File: src/rtl/hs_rr_arbiter.sv
// hs_rr_arbiter: round-robin arbiter merging N_REQ valid/ready producers onto
// one registered valid/ready output stage, with a modulo-8 completed-beat count.
//
// state | meaning
// ------+------------------------------------------------
// EMPTY | output stage holds no beat, out_valid low
// FULL  | output stage holds a beat awaiting out_ready
module hs_rr_arbiter #(
    parameter int N_REQ  = 4,
    parameter int DATA_W = 8,
    parameter int SRC_W  = 2
) (
    input  logic                    sys_clk,
    input  logic                    rst,
    input  logic [N_REQ-1:0]        in_valid,
    input  logic [N_REQ*DATA_W-1:0] in_data,
    output logic [N_REQ-1:0]        in_ready,
    output logic                    out_valid,
    output logic [DATA_W-1:0]       out_data,
    output logic [SRC_W-1:0]        out_src,
    input  logic                    out_ready,
    output logic [2:0]              beat_cnt
);

    typedef enum logic {
        EMPTY = 1'b0,
        FULL  = 1'b1
    } state_t;

    state_t            state_q, state_d;
    logic [SRC_W-1:0]  ptr_q, ptr_d;
    logic [SRC_W-1:0]  src_q, src_d;
    logic [DATA_W-1:0] data_q, data_d;
    logic [2:0]        cnt_q, cnt_d;

    logic [SRC_W-1:0]  grant;
    logic [DATA_W-1:0] sel_data;
    logic              found;
    logic              any_valid;
    logic              can_load;
    logic              load;
    logic              out_fire;
    int                idx;

    // Rotating priority search starting at ptr; first valid requester wins.
    always_comb begin
        grant = '0;
        found = 1'b0;
        idx   = 0;
        for (int i = 0; i < N_REQ; i++) begin
            idx = int'(ptr_q) + i;
            if (idx >= N_REQ) begin
                idx = idx - N_REQ;
            end
            if (!found && in_valid[SRC_W'(idx)]) begin
                found = 1'b1;
                grant = SRC_W'(idx);
            end
        end
    end

    // Payload mux for the granted requester; only feeds the output register.
    always_comb begin
        sel_data = '0;
        for (int i = 0; i < N_REQ; i++) begin
            if (grant == SRC_W'(i)) begin
                sel_data = in_data[i*DATA_W +: DATA_W];
            end
        end
    end

    // Handshake qualifiers; reset blocks acceptance so nothing upstream is lost.
    always_comb begin
        any_valid = |in_valid;
        out_fire  = (state_q == FULL) && out_ready;
        can_load  = (state_q == EMPTY) || out_ready;
        load      = any_valid && can_load && !rst;
    end

    // One-hot ready back to the granted producer only.
    always_comb begin
        in_ready = '0;
        for (int i = 0; i < N_REQ; i++) begin
            in_ready[i] = load && (grant == SRC_W'(i));
        end
    end

    // Next state, output-stage contents, pointer and beat counter.
    always_comb begin
        state_d = state_q;
        ptr_d   = ptr_q;
        src_d   = src_q;
        data_d  = data_q;
        cnt_d   = cnt_q;
        if (load) begin
            state_d = FULL;
            src_d   = grant;
            data_d  = sel_data;
            ptr_d   = (grant == SRC_W'(N_REQ - 1)) ? '0 : grant + SRC_W'(1);
        end else if (out_fire) begin
            state_d = EMPTY;
        end
        if (out_fire) begin
            cnt_d = cnt_q + 3'd1;
        end
    end

    // State registers with synchronous reset; a held beat is dropped uncounted.
    always_ff @(posedge sys_clk) begin
        if (rst) begin
            state_q <= EMPTY;
            ptr_q   <= '0;
            src_q   <= '0;
            data_q  <= '0;
            cnt_q   <= '0;
        end else begin
            state_q <= state_d;
            ptr_q   <= ptr_d;
            src_q   <= src_d;
            data_q  <= data_d;
            cnt_q   <= cnt_d;
        end
    end

    assign out_valid = (state_q == FULL);
    assign out_data  = data_q;
    assign out_src   = src_q;
    assign beat_cnt  = cnt_q;

endmodule
File: config.mk
export PLATFORM = sky130hd
export DESIGN_NAME = hs_rr_arbiter
export DESIGN_NICKNAME = d
export VERILOG_FILES = /design/src/rtl/hs_rr_arbiter.sv
export SDC_FILE = /design/constraint.sdc
export NUM_CORES = 1
export LEC_CHECK = 0
export CORE_MARGIN = 4
export CORE_UTILIZATION = 39
export DETAILED_ROUTE_END_ITERATION = 12
export PLACE_DENSITY = 0.91
export SYNTH_ARGS = -nofsm -noshare
export SYNTH_HDL_FRONTEND = slang
export SYNTH_SLANG_ARGS = --single-unit
File: constraint.sdc
create_clock -name sys_clk -period 2.7 [get_ports sys_clk]
set_input_delay 0.54 -clock sys_clk [delete_from_list [all_inputs] [get_ports sys_clk]]
set_output_delay 0.54 -clock sys_clk [all_outputs]
set_load 0.02 [all_outputs]
==> results of run 1 <==
-- metal layers --
metal / up-vias / GRT usage / part of all wire
met4: 0 / 0.0570 / 0.0065
li1: 603 / - / -
met5: - / 0 / 0
met1: 554 / 0.225 / 0.41
met2: 60 / 0.344 / 0.49
met3: 2 / 0.0518 / 0.096
-- what timing repair did --
item	in CTS	in global routing
gates resized for setup	23	4
hold buffers	0	0
setup buffers	1	0
pin swaps	1	2
setup endpoints to repair	4	6
endpoints found under the hold margin	0	0
-- per-stage QoR --
step	utilization	cells	hold slack [ps]	setup slack [ps]
global route	0.687	231	535	99.5
global placement	0.668	226	465	-549
detailed placement	0.668	226	482	-606
CTS	0.683	231	507	1.85
floorplan	-	138	488	99.9
finish	0.687	231	502	215
-- power by group through the flow --
stage               Clock [mW]  Sequential (mW)  Combinational, mW
floorplan                    0            0.321              0.259
global placement             0            0.294              0.474
detailed placement           0            0.296              0.494
CTS                      0.163            0.292              0.500
global route             0.175            0.297              0.555
finish                   0.158            0.293              0.501
-- registers in the layout, indices dropped and copies added, names as in the netlist --
register and cells:
out_valid 1, out_data 8, ptr_q 2, out_src 2
beat_cnt 3
-- critical path, stage by stage --
cell	delay (ps)
sky130_fd_sc_hd__dlygate4sd2_1	250
sky130_fd_sc_hd__inv_1	90
sky130_fd_sc_hd__a22o_1	180
sky130_fd_sc_hd__a211o_1	330
sky130_fd_sc_hd__inv_2	100
sky130_fd_sc_hd__ha_1	180
sky130_fd_sc_hd__and2_1	130
sky130_fd_sc_hd__buf_4	140
-- cell usage in the layout (no fill, tap or decap) --
| cell | count |
|---|---|
| sky130_fd_sc_hd__a211o_1 | 1 |
| sky130_fd_sc_hd__a21oi_1 | 20 |
| sky130_fd_sc_hd__a221oi_1 | 3 |
| sky130_fd_sc_hd__a221oi_2 | 5 |
| sky130_fd_sc_hd__a22o_1 | 1 |
| sky130_fd_sc_hd__and2_1 | 4 |
| sky130_fd_sc_hd__buf_2 | 2 |
| sky130_fd_sc_hd__buf_4 | 16 |
| sky130_fd_sc_hd__clkbuf_4 | 3 |
| sky130_fd_sc_hd__clkbuf_8 | 1 |
| sky130_fd_sc_hd__clkdlybuf4s50_1 | 48 |
| sky130_fd_sc_hd__dfxtp_1 | 16 |
| sky130_fd_sc_hd__dlygate4sd2_1 | 1 |
| sky130_fd_sc_hd__dlymetal6s2s_1 | 3 |
| sky130_fd_sc_hd__ha_1 | 4 |
| sky130_fd_sc_hd__ha_2 | 1 |
| sky130_fd_sc_hd__inv_1 | 11 |
| sky130_fd_sc_hd__inv_2 | 1 |
| sky130_fd_sc_hd__nand2_1 | 11 |
| sky130_fd_sc_hd__nand2b_1 | 3 |
| sky130_fd_sc_hd__nand3_1 | 2 |
| sky130_fd_sc_hd__nand3b_1 | 2 |
| sky130_fd_sc_hd__nor2_1 | 12 |
| sky130_fd_sc_hd__nor2b_1 | 2 |
| sky130_fd_sc_hd__nor3_1 | 4 |
| sky130_fd_sc_hd__nor3_2 | 5 |
| sky130_fd_sc_hd__nor4_2 | 1 |
| sky130_fd_sc_hd__o21ai_0 | 11 |
| sky130_fd_sc_hd__o21ai_1 | 1 |
| sky130_fd_sc_hd__o2bb2ai_2 | 1 |
| sky130_fd_sc_hd__o31ai_1 | 1 |
| sky130_fd_sc_hd__or3_1 | 1 |
| sky130_fd_sc_hd__or3_4 | 1 |
| sky130_fd_sc_hd__xor2_1 | 2 |
-- worst paths after layout --
kind	end	cells past startpoint
max	in_ready[1]	8
min	beat_cnt[1]	2
max reg2reg	out_data[6]	10
min reg2reg	beat_cnt[1]	2
-- cell type report --
type,count,area [µm²]
flip-flops and latches,16,320
inverters,12,45.0
multi-input cells,99,652
clock buffers,4,36.3
repair buffers,70,657
well taps,30,37.5
fillers,212,797
-- kinds of logic (layout without fill, tap and decap cells) --
group / count (synthesis) / after routing / share of synthesized area
buffers and inverters: 23 / 86 / 0.0956
AOI/OAI and AO/OA: 44 / 44 / 0.279
and+or+nand+nor: 48 / 48 / 0.248
DFF: 16 / 16 / 0.302
xor gates and xnor gates: 2 / 2 / 0.0165
adders and majority gates: 5 / 5 / 0.0590
==> out/results.tsv, run 1 <==
metric	value	unit
outcome	finished clean	
Gate Count Post-Synth	138	
count of unresolved DRC violations after routing	0	
Worst EP arrival	1940	ps
DP HPWL	2600	µm
maximum operating frequency	402	MHz
sw frac	0.386	
kind of critical path	input port to output port	
clock group share of total power	0.166	
fraction of layout instances using a drive strength above 1	0.184	
Unique masters post-synth	29	
starting density of the core	0.416	
Max Transition Viols Final	0	
Final setup viols	0	
number of DRC violations after detailed-routing iteration 0	79	
Sw Pwr	0.368	mW
post-synthesis sequential area ratio	0.302	
largest buffer count on any clock path	2	
clk sink count	16	
hold wc startpoint	beat_cnt[1]	
predominant post-synthesis flop cell	sky130_fd_sc_hd__dfxtp_1	
setup repair after global routing missed its margin	no	
relative contribution of combinational cells to total power	0.526	
total power	0.953	mW
transition at the pin with the smallest max-transition slack	557	ps
PD cells	545	nW/µm²
clock slew at reported path FFs	90	ps
final antenna-violating net count	0	
Setup crit start kind	input port	
Finished Cell Area	1750	µm²
total internal power	0.584	mW
R2R Path Start	ptr_q[1]	
1st-pass router iterations	4	
cell area after synthesis	1060	µm²
worst setup path startpoint	in_valid[3]	
global-route usage over all layers	0.194	
antenna fix cells	0	
Slew Limit Headroom	0.626	
Critical Path Fanout Max	4	
register-to-register setup slack	510	ps
final clock period utilization by the worst path	0.920	
area enclosed by the die boundary	3620	µm²
fraction of power consumed by sequential logic	0.308	
clk_skew	8.72	ps
mean area per synthesized cell	7.68	µm²
vias in the first global route	1275	
vias per cell	5.28	
wire length of the first global-routing pass	5420	µm
Boundary Pins	57	
final worst path period need	2480	ps
cell with the most instances after synthesis	sky130_fd_sc_hd__a21oi_1	
Yosys top cell by area	sky130_fd_sc_hd__dfxtp_1	
count of flip-flops with a built-in enable after synthesis	0	
Final nets	246	
largest net degree at the start of global routing	18	
standby leakage power	0.757	nW
Total Negative Setup Slacks	0	ps
Cell Rows	18	
number of failing hold endpoints at the final stage	0	
synth-to-layout area growth	64.9	%
async set-or-reset flop fraction in the synthesized netlist	0	
Max Cap Violations	0	
post-synthesis sequential element count	16	
Setup crit end kind	output port	
cts bufs inserted	3	
largest cells by area after synthesis	sky130_fd_sc_hd__dfxtp_1 (30%), sky130_fd_sc_hd__a21oi_1 (9.4%), sky130_fd_sc_hd__a221oi_2 (7.1%), sky130_fd_sc_hd__ha_1 (5.9%), sky130_fd_sc_hd__o21ai_0 (5.7%)	
placeable core area	2540	µm²
number of H-tree levels	1	
number of antenna violations at the first check in global routing	0	
Buffers on Ports	56	
area after detailed placement	1700	µm²
Root Driver	sky130_fd_sc_hd__clkbuf_4	
Commonest cells post-synth	sky130_fd_sc_hd__a21oi_1 (20), sky130_fd_sc_hd__dfxtp_1 (16), sky130_fd_sc_hd__inv_1 (12), sky130_fd_sc_hd__nor2_1 (12), sky130_fd_sc_hd__o21ai_0 (12)	
final global-route overflow total	0	
syn nets	182	
average routed wire per standard cell	14.7	µm
total length of routed wires	3400	µm
gp weighted congestion	0.754	
path class of the lowest-slack min-delay path	flip-flop to flip-flop	
TritonCTS clock tree	done	
Yosys warnings	0	
maximum vdd drop	0.402	mV
endpoint required time on the critical path	2160	ps
area fraction of the dominant cell type after synthesis	0.302	
die width	60.1	µm
vias after detailed routing	1219	
worst-skew pair later-pin latency	290	ps
die height	60.1	µm
No activity file was read; power rests on OpenSTA's default activity.
==> inputs of run 2 (changes only) <==
- MAX_ROUTING_LAYER: default -> met4
==> run 2 against run 1 <==
- clock skew barely moved
- sequential share of layout area is the same
- sequential cell count did not move
- wire length about the same
- global-route usage increased by 0.55 points
- sequential power barely moved
==> out/results.tsv, run 2 (same netlist as run 1, synthesis figures left out) <==
metric	value	unit	change
Worst EP arrival	1950	ps	about the same
Final setup viols	0		unchanged
routing usage on met1	0.226		+0.00129
Setup crit start kind	input port		
vias per cell	5.31		+0.57%
number of instances in the placed design	226		unchanged
largest buffer count on any clock path	2		unchanged
final global-route overflow total	0		unchanged
clock slew at reported path FFs	90	ps	about the same
final worst hold slack	502	ps	-0.0590 ps
1st-pass router iterations	4		unchanged
Setup crit end kind	output port		
clk sink count	16		unchanged
maximum single-stage delay on the critical path	330	ps	about the same
Max Transition Viols Final	0		unchanged
largest net degree at the start of global routing	18		unchanged
cts bufs inserted	3		unchanged
Max Cap Violations	0		unchanged
Register Area	320	µm²	unchanged
Cell Rows	18		unchanged
Critical Path Fanout Max	4		unchanged
transition at the pin with the smallest max-transition slack	561	ps	+4.03 ps
PD cells	545	nW/µm²	about the same
total buffers and inverters traversed by the critical path	4		unchanged
outcome	finished clean		
count of unresolved DRC violations after routing	0		unchanged
final antenna-violating net count	0		unchanged
kind of critical path	input port to output port		
total area of multi-input combinational cells	652	µm²	unchanged
wire length of the first global-routing pass	5420	µm	unchanged
maximum operating frequency	402	MHz	-0.19%
number of DRC violations after detailed-routing iteration 0	76		-3.8%
DP HPWL	2600	µm	unchanged
placeable core area	2540	µm²	unchanged
Critical Path Stages	8		unchanged
crit path cell chain	dlygate4sd2_1 > inv_1 > a22o_1 > a211o_1 > inv_2 > ha_1 > and2_1 > buf_4		
global-route met3 utilization	0.0475		-0.00432
final worst path period need	2490	ps	+4.69 ps
die width	60.1	µm	unchanged
total length of routed wires	3400	µm	about the same
Crit path max-delay family	buffers and inverters		
TritonCTS clock tree	done		
vias in the first global route	1273		-0.16%
clk_skew	9.21	ps	+0.495 ps
Non-Filler Instances	231		unchanged
Fillers	212		unchanged
worst-skew pair later-pin latency	280	ps	about the same
vias after detailed routing	1226		+0.57%
share of the core filled with cells in the final layout	0.687		unchanged
standby leakage power	0.757	nW	unchanged
Min-Delay Path Depth	2		unchanged
max FFs per register	8		unchanged
Buffers on Ports	56		unchanged
global-route usage over all layers	0.199		+0.00555
gp weighted congestion	0.763		+1.3%
Root Driver	sky130_fd_sc_hd__clkbuf_4		
average routed wire per standard cell	14.7	µm	about the same
area enclosed by the die boundary	3620	µm²	unchanged
fraction of layout instances using a drive strength above 1	0.184		unchanged
most frequent standard cell in the layout excluding fill and tap cells	sky130_fd_sc_hd__clkdlybuf4s50_1		
most used routing layer	met2		
slowest CP cell	sky130_fd_sc_hd__a211o_1		
die height	60.1	µm	unchanged
depth of the most critical reg-to-reg path	10		unchanged
maximum vdd drop	0.401	mV	-0.22%
endpoint required time on the critical path	2160	ps	about the same
number of failing hold endpoints at the final stage	0		unchanged
synth-to-layout area growth	64.9	%	unchanged
number of buffers inserted by hold repair at cts	0		unchanged
final clock period utilization by the worst path	0.922		+0.00174
starting density of the core	0.416		unchanged
setup repair after global routing missed its margin	no		
antenna fix cells	0		unchanged
met2 demand-to-capacity share in global routing	0.346		+0.00154
commonest non-fill, non-tap cells in the layout	sky130_fd_sc_hd__clkdlybuf4s50_1 (48), sky130_fd_sc_hd__a21oi_1 (20), sky130_fd_sc_hd__dfxtp_1 (16), sky130_fd_sc_hd__buf_4 (16), sky130_fd_sc_hd__nor2_1 (12)		
Slew Limit Headroom	0.624		-0.00270
path class of the lowest-slack min-delay path	flip-flop to flip-flop		
Final nets	246		unchanged
number of antenna violations at the first check in global routing	0		unchanged
number of H-tree levels	1		unchanged
Boundary Pins	57		unchanged
==> run 2: cell counts in the layout (fill, tap and decap cells not counted) <==
No cell type changed its count.
==> run 2: area by class of cell <==
| type | count | area share |
|---|---|---|
| Inverter | 12 | 0.0258 |
| Sequential cell | 16 | 0.183 |
| Multi-Input combinational cell | 99 | 0.373 |
| Clock buffer | 4 | 0.0208 |
| Timing Repair Buffer | 70 | 0.376 |
| Tap cell | 30 | 0.0215 |
==> run 2: metal layers <==
layer,share of wire,vias to the layer above
met3,0.093,2
met1,0.41,565
met4,0.0074,0
met2,0.49,55
met5,0,-
li1,-,604
==> run 2: worst min-delay path, cell delays in order, from the launching register on <==
cell,delay [ps]
sky130_fd_sc_hd__dfxtp_1,340
sky130_fd_sc_hd__nand2_1,60
sky130_fd_sc_hd__a21oi_1,60
==> run 2: through the flow <==
stage | total power, mW | area (µm²) | setup TNS [ps] | worst slack, ps
floorplan | 0.580 | 1060 | 0 | 99.9
global placement | 0.768 | 1700 | -2510 | -549
detailed placement | 0.789 | 1700 | -3630 | -606
CTS | 0.954 | 1740 | 0 | 1.85
global route | 1.03 | 1750 | 0 | 99.5
finish | 0.953 | 1750 | 0 | 211
==> run 2: timing repair <==
action | in CTS | in global routing
setup buffers | 1 | 0
gates cloned | 0 | 0
pin swaps | 1 | 2
resized for setup | 23 | 4
endpoints found under the setup margin | 4 | 6
==> run 2: power by group <==
group	internal, mW	switching, mW
logic	0.234	0.268
registers	0.268	0.0248
clock network	0.0820	0.0757
total	0.584	0.369
==> run 2: path summary, 6_finish.rpt <==
check | start | endpoint | slack [ps]
hold / removal | beat_cnt[1] | beat_cnt[1] | 500
setup reg to reg | ptr_q[1] | out_data[6] | 500
setup / recovery | in_valid[3] | in_ready[1] | 210
hold reg to reg | beat_cnt[1] | beat_cnt[1] | 500
==> inputs of run 3 (changes only) <==
--- a/config.mk
+++ b/config.mk
@@ -7,8 +7,9 @@
 export LEC_CHECK = 0
 export CORE_MARGIN = 4
-export CORE_UTILIZATION = 39
+export CORE_UTILIZATION = 61
 export DETAILED_ROUTE_END_ITERATION = 12
+export DONT_BUFFER_PORTS = 1
 export MAX_ROUTING_LAYER = met4
-export PLACE_DENSITY = 0.91
+export PLACE_DENSITY = 0.8
 export SYNTH_ARGS = -nofsm -noshare
 export SYNTH_HDL_FRONTEND = slang
==> constraint.sdc (replaced) <==
create_clock -name sys_clk -period 2.7 [get_ports sys_clk]
set_input_delay 0.675 -clock sys_clk [delete_from_list [all_inputs] [get_ports sys_clk]]
set_output_delay 0.675 -clock sys_clk [all_outputs]
set_load 0.02 [all_outputs]
==> run 3 against run 2 <==
- sequential power rose by 9.9%
- setup slack worse by 37 ps
- critical endpoint is now in_ready[0]
- clock skew decreased by 4.5 ps
- worst hold slack lost 53 ps
- critical path depth is 3 lower
- die area fell by 32%
- sequential cell count did not move
- non-clock buffer count shrank 66
- total power decreased by 17%
- largest cell class is now multi-input combinational cells
- largest power group is now registers
- clock power about the same
==> out/results.tsv, run 3 (same netlist as run 1, synthesis figures left out) <==
metric	value	unit	change
outcome	finished clean		
worst setup path startpoint	ptr_q[0]		
path class of the lowest-slack min-delay path	input port to flip-flop		
worst-skew pair later-pin latency	280	ps	about the same
1st-pass router iterations	4		unchanged
Worst Slack Setup Final	174	ps	-36.9 ps
vias after detailed routing	957		-22%
Max Transition Viols Final	0		unchanged
final worst path period need	2530	ps	+36.9 ps
average routed wire per standard cell	17.0	µm	+15%
hold wc startpoint	rst		
PD cells	725	nW/µm²	+33%
Setup crit end kind	output port		
final global-route overflow total	0		unchanged
endpoint required time on the critical path	2030	ps	-130 ps
clk sink count	16		unchanged
R2R Path Start	ptr_q[0]		
register-to-register setup slack	520	ps	+20 ps
Final nets	180		-27%
number of antenna violations at the first check in global routing	0		unchanged
number of instances in the placed design	147		-35%
endpoint of the worst hold-timing path	out_data[5]		
DP HPWL	2040	µm	-21%
setup repair after global routing missed its margin	no		
die height	49.7	µm	-17%
global-route usage over all layers	0.211		+0.0119
number of buffers inserted by post-CTS setup repair	0		-1
final clock period utilization by the worst path	0.936		+0.0137
count of unresolved DRC violations after routing	0		unchanged
area enclosed by the die boundary	2470	µm²	-32%
clock slew at reported path FFs	100	ps	about the same
capturing point of the worst reg2reg path	out_data[5]		
standby leakage power	0.459	nW	-39%
Register Area	320	µm²	unchanged
Buffers on Ports	0		-100%
TritonCTS clock tree	done		
Crit path max-delay family	compound AO/OA/AOI/OAI gates		
die width	49.7	µm	-17%
area after detailed placement	1050	µm²	-38%
depth of the most critical reg-to-reg path	9		-1
antenna fix cells	0		unchanged
vias in the first global route	892		-30%
Root Driver	sky130_fd_sc_hd__clkbuf_4		
Worst EP arrival	1850	ps	-100 ps
Final setup viols	0		unchanged
Fillers	149		-30%
Finished Cell Area	1090	µm²	-38%
gp weighted congestion	0.866		+13%
number of H-tree levels	1		unchanged
worst-case setup slack after placement	218	ps	+825 ps
Min-Delay Path Depth	1		-1
maximum operating frequency	396	MHz	-1.5%
number of DRC violations after detailed-routing iteration 0	16		-79%
fraction of layout instances using a drive strength above 1	0.148		-0.0359
final antenna-violating net count	0		unchanged
crit path cell chain	inv_1 > a22o_1 > a211o_1 > ha_1 > and2_1		
number of failing hold endpoints at the final stage	0		unchanged
slowest CP cell	sky130_fd_sc_hd__a211o_1		
maximum vdd drop	0.388	mV	-3.2%
total length of routed wires	2560	µm	-25%
commonest non-fill, non-tap cells in the layout	sky130_fd_sc_hd__a21oi_1 (20), sky130_fd_sc_hd__dfxtp_1 (16), sky130_fd_sc_hd__inv_1 (12), sky130_fd_sc_hd__o21ai_0 (12), sky130_fd_sc_hd__nor2_1 (12)		
Critical Path Fanout Max	9		+5
kind of critical path	flip-flop to output port		
Slew Limit Headroom	0.523		-0.101
Setup crit start kind	flip-flop		
synth-to-layout area growth	2.95	%	
share of the core filled with cells in the final layout	0.692		+0.00524
largest buffer count on any clock path	2		unchanged
number of buffers inserted by hold repair at cts	0		unchanged
most frequent standard cell in the layout excluding fill and tap cells	sky130_fd_sc_hd__a21oi_1		
PostCTS Resize Cnt	0		-100%
wire length of the first global-routing pass	4030	µm	-26%
Boundary Pins	57		unchanged
largest net degree at the start of global routing	19		+1
total area of multi-input combinational cells	639	µm²	-1.9%
maximum single-stage delay on the critical path	350	ps	+20 ps
transition at the pin with the smallest max-transition slack	711	ps	+149 ps
Non-Filler Instances	151		-35%
cts bufs inserted	3		unchanged
placeable core area	1580	µm²	-38%
vias per cell	6.34		+19%
total power	0.791	mW	-17%
Max Cap Violations	0		unchanged
clk_skew	4.76	ps	-4.45 ps
max FFs per register	8		unchanged
starting density of the core	0.672		+0.256
total buffers and inverters traversed by the critical path	1		-3
Cell Rows	14		-4
[run 3: cell count changes in the layout (fill, tap and decap cells not counted), sizes merged]
cell | before | now
dlymetal6s2s | 3 | 0
clkdlybuf4s50 | 48 | 0
buf | 18 | 4
dlygate4sd2 | 1 | 0
[run 3: cell type report]
| class | instances | share of cell area |
|---|---|---|
| Tap cell | 16 | 0.0183 |
| Sequential cell | 16 | 0.294 |
| Multi-Input combinational cell | 99 | 0.586 |
| Timing Repair Buffer | 4 | 0.0275 |
| Clock buffer | 4 | 0.0333 |
| Inverter | 12 | 0.0413 |
[run 3: metrics by stage]
stage          TNS (ps)  hold slack [ps]
3_5_place_dp          0              519
6_report              0              450
5_1_grt               0              432
2_1_floorplan     -10.2              488
4_1_cts               0              442
3_3_place_gp          0              518
[run 3: layer usage]
layer  wire length (µm)  part of all wire  global-route usage  up-vias
li1                   -                 -                   -      469
met2               1280              0.50               0.372       44
met4                 41             0.016              0.0415        0
met5                  0                 0                   -        -
met1               1010              0.40               0.226      438
met3                229             0.089              0.0783        6
[run 3: how the worst max path moves through the flow]
stage | slack (ps) | end | cells after the start
finish | 170 | in_ready[0] | 5
global route | 10 | in_ready[0] | 5
CTS | 160 | in_ready[0] | 5
detailed placement | 220 | in_ready[0] | 4
global placement | 260 | in_ready[0] | 4
floorplan | -10 | in_ready[3] | 7
[run 3: power breakdown]
| part | leakage (nW) | internal, mW | total [mW] | switching (mW) |
|---|---|---|---|---|
| clock | 0.0210 | 0.0820 | 0.156 | 0.0739 |
| combinational | 0.306 | 0.121 | 0.313 | 0.191 |
| sequential | 0.132 | 0.268 | 0.322 | 0.0535 |
